[src/rtl/ps2_wsad_decoder.sv]
// PS/2 keyboard receiver: frames bytes off the raw PS/2 lines and tracks held
// W/A/S/D and arrow keys as level outputs, plus per-scancode event reporting.
module ps2_wsad_decoder #(
    parameter int TIMEOUT = 100000
) (
    input  logic       clk,
    input  logic       rst,
    input  logic       ps2_clk,
    input  logic       ps2_data,
    output logic [3:0] wsad_down,
    output logic [3:0] arrow_down,
    output logic       key_valid,
    output logic [7:0] key_code,
    output logic       key_ext,
    output logic       key_break,
    output logic       frame_err
);

    localparam int TW = (TIMEOUT < 2) ? 1 : $clog2(TIMEOUT + 1);

    typedef enum logic [1:0] {IDLE, DATA, PARITY, STOP} state_t;

    state_t          r_state;
    state_t          w_state_nxt;

    logic            r_clk_s1, r_clk_s2, r_clk_prev;
    logic            r_dat_s1, r_dat_s2;
    logic            w_fall;
    logic [2:0]      r_bit_cnt;
    logic [7:0]      r_shift;
    logic            r_parity;
    logic [TW-1:0]   r_to_cnt;
    logic            r_ext_pend, r_brk_pend;
    logic            w_timeout, w_start_err, w_frame_end;
    logic            w_frame_good, w_frame_bad;

    always_ff @(posedge clk) begin
        if (rst) begin
            r_clk_s1   <= 1'b1;
            r_clk_s2   <= 1'b1;
            r_clk_prev <= 1'b1;
            r_dat_s1   <= 1'b1;
            r_dat_s2   <= 1'b1;
        end else begin
            r_clk_s1   <= ps2_clk;
            r_clk_s2   <= r_clk_s1;
            r_clk_prev <= r_clk_s2;
            r_dat_s1   <= ps2_data;
            r_dat_s2   <= r_dat_s1;
        end
    end

    assign w_fall    = r_clk_prev & ~r_clk_s2;
    // A falling edge restarts the inter-edge count, so it outranks the timeout.
    assign w_timeout = (r_state != IDLE) && !w_fall && (r_to_cnt == TW'(TIMEOUT));

    always_ff @(posedge clk) begin
        if (rst) r_state <= IDLE;
        else     r_state <= w_state_nxt;
    end

    always_comb begin
        w_state_nxt = r_state;
        w_start_err = 1'b0;
        w_frame_end = 1'b0;
        if (w_timeout) begin
            w_state_nxt = IDLE;
        end else if (w_fall) begin
            case (r_state)
                IDLE: begin
                    if (!r_dat_s2) w_state_nxt = DATA;
                    else           w_start_err = 1'b1;
                end
                DATA:    if (r_bit_cnt == 3'd7) w_state_nxt = PARITY;
                PARITY:  w_state_nxt = STOP;
                STOP: begin
                    w_state_nxt = IDLE;
                    w_frame_end = 1'b1;
                end
                default: w_state_nxt = IDLE;
            endcase
        end
    end

    assign w_frame_good = w_frame_end && r_dat_s2 && (^{r_shift, r_parity});
    assign w_frame_bad  = w_frame_end && !w_frame_good;

    always_ff @(posedge clk) begin
        if (rst) begin
            r_bit_cnt  <= '0;
            r_shift    <= '0;
            r_parity   <= 1'b0;
            r_to_cnt   <= '0;
            r_ext_pend <= 1'b0;
            r_brk_pend <= 1'b0;
            wsad_down  <= '0;
            arrow_down <= '0;
            key_valid  <= 1'b0;
            key_code   <= '0;
            key_ext    <= 1'b0;
            key_break  <= 1'b0;
            frame_err  <= 1'b0;
        end else begin
            key_valid <= 1'b0;
            frame_err <= w_start_err | w_timeout | w_frame_bad;

            if (r_state == IDLE || w_fall || w_timeout) r_to_cnt <= '0;
            else                                        r_to_cnt <= r_to_cnt + TW'(1);

            if (w_fall) begin
                case (r_state)
                    IDLE:   r_bit_cnt <= '0;
                    DATA: begin
                        r_shift   <= {r_dat_s2, r_shift[7:1]};
                        r_bit_cnt <= r_bit_cnt + 3'd1;
                    end
                    PARITY: r_parity <= r_dat_s2;
                    default: ;
                endcase
            end

            if (w_frame_bad) begin
                r_ext_pend <= 1'b0;
                r_brk_pend <= 1'b0;
            end else if (w_frame_good) begin
                if (r_shift == 8'hE0) begin
                    r_ext_pend <= 1'b1;
                end else if (r_shift == 8'hF0) begin
                    r_brk_pend <= 1'b1;
                end else begin
                    key_valid  <= 1'b1;
                    key_code   <= r_shift;
                    key_ext    <= r_ext_pend;
                    key_break  <= r_brk_pend;
                    r_ext_pend <= 1'b0;
                    r_brk_pend <= 1'b0;
                    case ({r_ext_pend, r_shift})
                        9'h01D: wsad_down[0]  <= !r_brk_pend;
                        9'h01C: wsad_down[1]  <= !r_brk_pend;
                        9'h01B: wsad_down[2]  <= !r_brk_pend;
                        9'h023: wsad_down[3]  <= !r_brk_pend;
                        9'h175: arrow_down[0] <= !r_brk_pend;
                        9'h16B: arrow_down[1] <= !r_brk_pend;
                        9'h172: arrow_down[2] <= !r_brk_pend;
                        9'h174: arrow_down[3] <= !r_brk_pend;
                        default: ;
                    endcase
                end
            end
        end
    end

endmodule

[config.mk]
export PLATFORM = sky130hd
export DESIGN_NAME = ps2_wsad_decoder
export DESIGN_NICKNAME = d
export VERILOG_FILES = /design/src/rtl/ps2_wsad_decoder.sv
export SDC_FILE = /design/constraint.sdc
export NUM_CORES = 1
export LEC_CHECK = 0
export BUFFER_PORTS_ARGS = -buffer_cell sky130_fd_sc_hd__buf_2
export CAP_MARGIN = 30
export CORE_ASPECT_RATIO = 1.25
export CORE_MARGIN = 2
export CORE_UTILIZATION = 55
export DETAILED_ROUTE_END_ITERATION = 12
export PLACE_DENSITY = 0.75
export SYNTH_ARGS = -nofsm -noshare
export SYNTH_HDL_FRONTEND = slang
export SYNTH_SLANG_ARGS = --single-unit
[constraint.sdc]
create_clock -name clk -period 2.4 [get_ports clk]
set_input_delay 0.48 -clock clk [delete_from_list [all_inputs] [get_ports clk]]
set_output_delay 0.48 -clock clk [all_outputs]
set_load 0.01 [all_outputs]
==> run metrics, run 1 <==
status complete, no violations; Site Rows 28; Cell Area, Synth 2768 um^2; Final Instance Area 3124 um^2; critical-path cell list xnor2_2, xnor3_2, xor2_2, mux2_4, o21a_1; Root Buffer clkbuf_8; Critical Path AT 2.38 ns; DIE AREA 5619 um^2; gp weighted congestion 0.8705; H-tree depth 3; PnR Total Power 1.901 mW; vias per cell 5.373; switching portion of total power 20.46%; Pwr per Cell Area 608.4 nW/um^2; fillers 407; Post-DP Area 2920 um^2; I/O pin count 24; All-Layer GR Usage 21.62%; Power Internal 1.512 mW; initial antenna violation count 0; TritonCTS clock tree yes; Gate power share 1.9%; Setup Crit Path Kind reg2reg; DR vias 2149; first-pass GRT wire length 9225 um; Die W 67.45 um; Post-synth EDFFs 0; Max stage delay on crit path 0.55 ns; Final setup viols 0; pins over their slew limit 0; fin crit period 2.147 ns; skew final 0.006810 ns; starting density of the core 57.66%; critical path startpoint category flop; P_leak 1.154 nW; Residual DRC 0; post-CTS sizing 0; Antenna diodes 0; largest cells by area after synthesis dfxtp_1 (42%), mux2i_1 (5.1%), nand2b_1 (5.0%), nor2_1 (4.2%), xnor2_1 (3.8%); Hold Fails Final Rpt 0; Seq pwr share 51.0%; Yosys top cell area share 41.95%; setup TNS 0 ns; period utilization 89.46%; predominant post-synthesis flop cell dfxtp_1; Commonest cells post-synth dfxtp_1 (58), nor2_1 (31), nand2_1 (27); RSZ-0062 raised after global routing false; Clk network pwr share 47.1%; Cell variety after synth 42; layout cells sized above 1 17.35%; Clock Latency Late Sink 0.33 ns; cells after synthesis 311; async set or reset register ratio after synthesis 0%; largest fanout on the critical path 11; maxcap violations 0; CP Capture Type flop; die height 83.31 um; Final nets 347; FF+latch area 1161 um^2; vias in the first global route 2056; Slew @ Worst Pin 0.5501 ns; cell with the most instances after synthesis dfxtp_1; Psw 0.3889 mW; worst hold path class in2reg; Yosys top cell by area dfxtp_1; CORE AREA 4800 um^2; HPWL after DPL 3809 um; Mean Syn Cell Area 8.899 um^2; WL final 5346 um; FF+latch count, synth 58; critical path's slowest cell xnor3_2; port buffer count 23; VDD IR max 0.0004765 V; area occupied by multi-input gates 1483 um^2; normalized max-slew margin 62.99%; part of the Yosys area used for sequential elements 41.95%; DRT antenna net count 0; clock sink count 58; largest net degree at the start of global routing 52; GRT overflow 0; Num CTS Buffers 9; CTS max path bufs 2; Worst-path clk slew 0.06 ns; Routed WL per cell 13.37 um; Area growth, synth to finish 12.88%; # Post-CTS Setup Buffers 0; Max Clk Rate 465.8 MHz; syn_nets 323; hold_buf cts 0; Pre-antenna DRT Iters 4; DR iter-0 viols 109; Yosys warnings 0; WP data required 2.63 ns
## metal layers
metal,share of wire [%],global-route usage [%],vias to the layer above
li1,-,-,1102
met1,41,23.09,999
met2,53,37.08,40
met3,3.4,7.453,8
met4,2.1,9.833,0
met5,0,0,-
## final cells by class
cell class / instances / area share (%)
Tap cell: 60 / 2.403
Inverter: 7 / 0.8410
Multi-Input combinational cell: 228 / 47.46
Clock inverter: 5 / 1.682
Timing Repair Buffer: 31 / 5.607
Clock buffer: 11 / 4.846
Sequential cell: 58 / 37.16
## cell usage in the layout, fill, tap and decap left out, drive strengths merged, types with 5 or more instances in the layout
cell type  synthesis  routed
nor3               8       8
nor2              31      31
ha                 8       8
nand3             14      14
inv                7       7
o21ai              8       8
xor2              11      11
nand2             27      27
nor4               5       5
clkbuf            11      11
or2                7       7
dfxtp             58      58
nand2b            22      22
buf                7      31
xnor2             14      14
a21oi             16      16
nor4b              5       5
or3                5       5
mux2i             14      14
## kinds of logic after synthesis
group / Yosys count / share of synthesized area [%]
compound gates: 33 / 6.736
fa+ha+maj: 8 / 3.617
flops: 58 / 41.95
buf+inv: 25 / 4.476
simple gates: 146 / 28.03
xor+xnor: 26 / 9.584
mux: 15 / 5.605
## worst max-delay path: cells and delay by family, from the launching register on
family / cells / cell delay (ns)
xor gates and xnor gates: 3 / 0.94
AOI/OAI and AO/OA: 1 / 0.19
muxes: 1 / 0.41
DFF: 1 / 0.50
## power by group through the flow
stage               Combinational, mW  Clock (mW)  Sequential, mW
floorplan                      0.0251           0           0.990
global route                   0.0400       0.963           0.969
global placement               0.0356           0           0.990
detailed placement             0.0360           0           0.990
finish                         0.0356       0.896           0.969
CTS                            0.0360       0.926           0.969
## path summary, 6_finish.rpt
path | start | depth (start not counted) | endpoint | slack, ns
min | ps2_data | 2 | r_dat_s1 | 0.33
max reg2reg | r_shift[5] | 5 | key_code[5] | 0.25
min reg2reg | r_dat_s1 | 1 | r_dat_s2 | 0.41
max | r_shift[5] | 5 | key_code[5] | 0.25
## metrics by stage
stage | setup WS [ns] | hold slack (ns) | utilization [%] | instances
after global placement | 0.3086 | 0.3965 | 60.84 | 384
after detailed placement | 0.2656 | 0.3989 | 60.84 | 384
after global routing | 0.07287 | 0.3218 | 65.09 | 400
final | 0.2531 | 0.3276 | 65.09 | 400
after floorplan | 0.3896 | 0.3895 | - | 311
after CTS | 0.2582 | 0.3049 | 65.09 | 400
## flip-flops by register name (all words and copies together) (netlist names), 2 cells and up
| signal | count |
|---|---|
| r_state | 2 |
| r_shift | 8 |
| r_bit_cnt | 3 |
| r_to_cnt | 17 |
| wsad_down | 4 |
| arrow_down | 4 |
| key_code | 8 |
Note: power is estimated with default switching activity, not from simulation.
==> run 2, diff against run 1 <==
--- a/config.mk
+++ b/config.mk
@@ -12,6 +12,7 @@
 export CORE_UTILIZATION = 55
 export DETAILED_ROUTE_END_ITERATION = 12
 export PLACE_DENSITY = 0.75
+export SETUP_SLACK_MARGIN = 0.5
 export SYNTH_ARGS = -nofsm -noshare
 export SYNTH_HDL_FRONTEND = slang
 export SYNTH_SLANG_ARGS = --single-unit
==> run metrics, run 2 (same netlist as run 1, synthesis figures left out) <==
fillers 376; vias in the first global route 2182; I/O pin count 24; die height 83.31 um; layout cells sized above 1 23.48%; worst reg2reg path startpoint r_shift[6]; Hold Fails Final Rpt 0; Slew @ Worst Pin 0.5816 ns; Routed WL per cell 13.75 um; CP Launch Point r_shift[6]; Root Buffer clkbuf_8; WP data required 2.64 ns; Final setup viols 0; All-Layer GR Usage 22.57%; Biggest register r_to_cnt; largest fanout on the critical path 7; gp weighted congestion 0.8229; DR vias 2218; DRT antenna net count 0; Site Rows 28; Pwr per Cell Area 591.1 nW/um^2; Regs by FF count r_to_cnt (17), key_code (8), r_shift (8); worst hold path class in2reg; P_leak 1.193 nW; critical path startpoint category flop; DIE AREA 5619 um^2; Antenna diodes 0; Pre-antenna DRT Iters 5; CP Capture Type flop; GRT overflow 0; most common cell after layout, fill and taps aside dfxtp_1; vias per cell 5.477; largest net degree at the start of global routing 36; Clock Latency Late Sink 0.34 ns; setup TNS 0 ns; DR iter-0 viols 120; CP Capture Point key_code[5]; pins over their slew limit 0; first-pass GRT wire length 9701 um; CORE AREA 4800 um^2; Die W 67.45 um; initial antenna violation count 0; RSZ-0062 raised after global routing true; HPWL after DPL 3785 um; Final nets 353; Reg2Reg Depth 5; VDD IR max 0.0004278 V; reg2reg setup slack 0.51 ns; Setup Crit Path Kind reg2reg; WL final 5570 um; reg-to-reg endpoint key_code[5]; Critical Path AT 2.12 ns; period utilization 78.69%; Worst-path clk slew 0.06 ns; status complete, no violations; port buffer count 23; skew final 0.007036 ns; Max Clk Rate 529.5 MHz; max reg flops 17; PnR Total Power 1.923 mW; fin crit period 1.889 ns; clock sink count 58; normalized max-slew margin 61.15%; Area growth, synth to finish 17.54%; hold_buf cts 0; maxcap violations 0; starting density of the core 57.66%; H-tree depth 3; Residual DRC 0; most frequent cells in the layout dfxtp_1 (48), nor2_1 (31), nand2_1 (26); Num CTS Buffers 9; TritonCTS clock tree yes; CTS max path bufs 2
[run 2: timing repair]
item / in CTS / in global routing
pin swaps: 2 / 5
buffers inserted: 6 / 3
endpoints found under the setup margin: 14 / 21
cloned: 1 / 0
resized for setup: 13 / 11
[run 2: through the flow]
step	setup WS, ns	hold slack [ns]	std cells	area [um^2]	utilization (%)
2_1_floorplan	0.4023	0.3895	311	2786	-
3_3_place_gp	0.3651	0.3938	380	2899	60.40
3_5_place_dp	0.3251	0.4108	380	2899	60.40
4_1_cts	0.4973	0.3098	402	3194	66.55
5_1_grt	0.4304	0.3133	405	3253	67.78
6_report	0.5114	0.3215	405	3253	67.78
[run 2: cell type report]
type                       instances  area [um^2]  area share (%)
multi-input combinational        229         1548           47.58
sequential                        58         1184           36.38
timing repair buffer              36        216.5           6.654
clock buffer                      13        168.9           5.192
tap                               60        75.07           2.308
clock inverter                     2        35.03           1.077
inverter                           7        26.28          0.8077
[run 2: power by group]
| group | leakage [nW] | switching, mW | internal [mW] |
|---|---|---|---|
| logic | 0.613 | 0.0205 | 0.0146 |
| clock network | 0.106 | 0.365 | 0.557 |
| registers | 0.474 | 0.00350 | 0.963 |
| total | 1.19 | 0.389 | 1.53 |
[run 2: critical path, cell delays in order, from the launching register on]
cell and delay [ns]:
dfxtp_4 0.39, xnor2_2 0.11, xnor3_2 0.50, xor2_4 0.22, mux2_4 0.38, o21a_1 0.18
[run 2: metal layers]
layer | routed length, um | track usage, % | vias up
met4 | 140 | 10.20 | 0
met5 | 0 | 0 | -
met2 | 2777 | 36.00 | 55
met3 | 277 | 6.640 | 13
li1 | - | - | 1119
met1 | 2374 | 27.41 | 1031
[run 2: worst min path at each step]
stage                        start       end  slack (ns)  cells past startpoint
after floorplan           r_clk_s1  r_clk_s2        0.39                      1
after global placement    r_dat_s1  r_dat_s2        0.39                      1
after detailed placement  r_clk_s1  r_clk_s2        0.41                      1
after CTS                  ps2_clk  r_clk_s1        0.31                      2
after global routing       ps2_clk  r_clk_s1        0.31                      2
final                      ps2_clk  r_clk_s1        0.32                      2
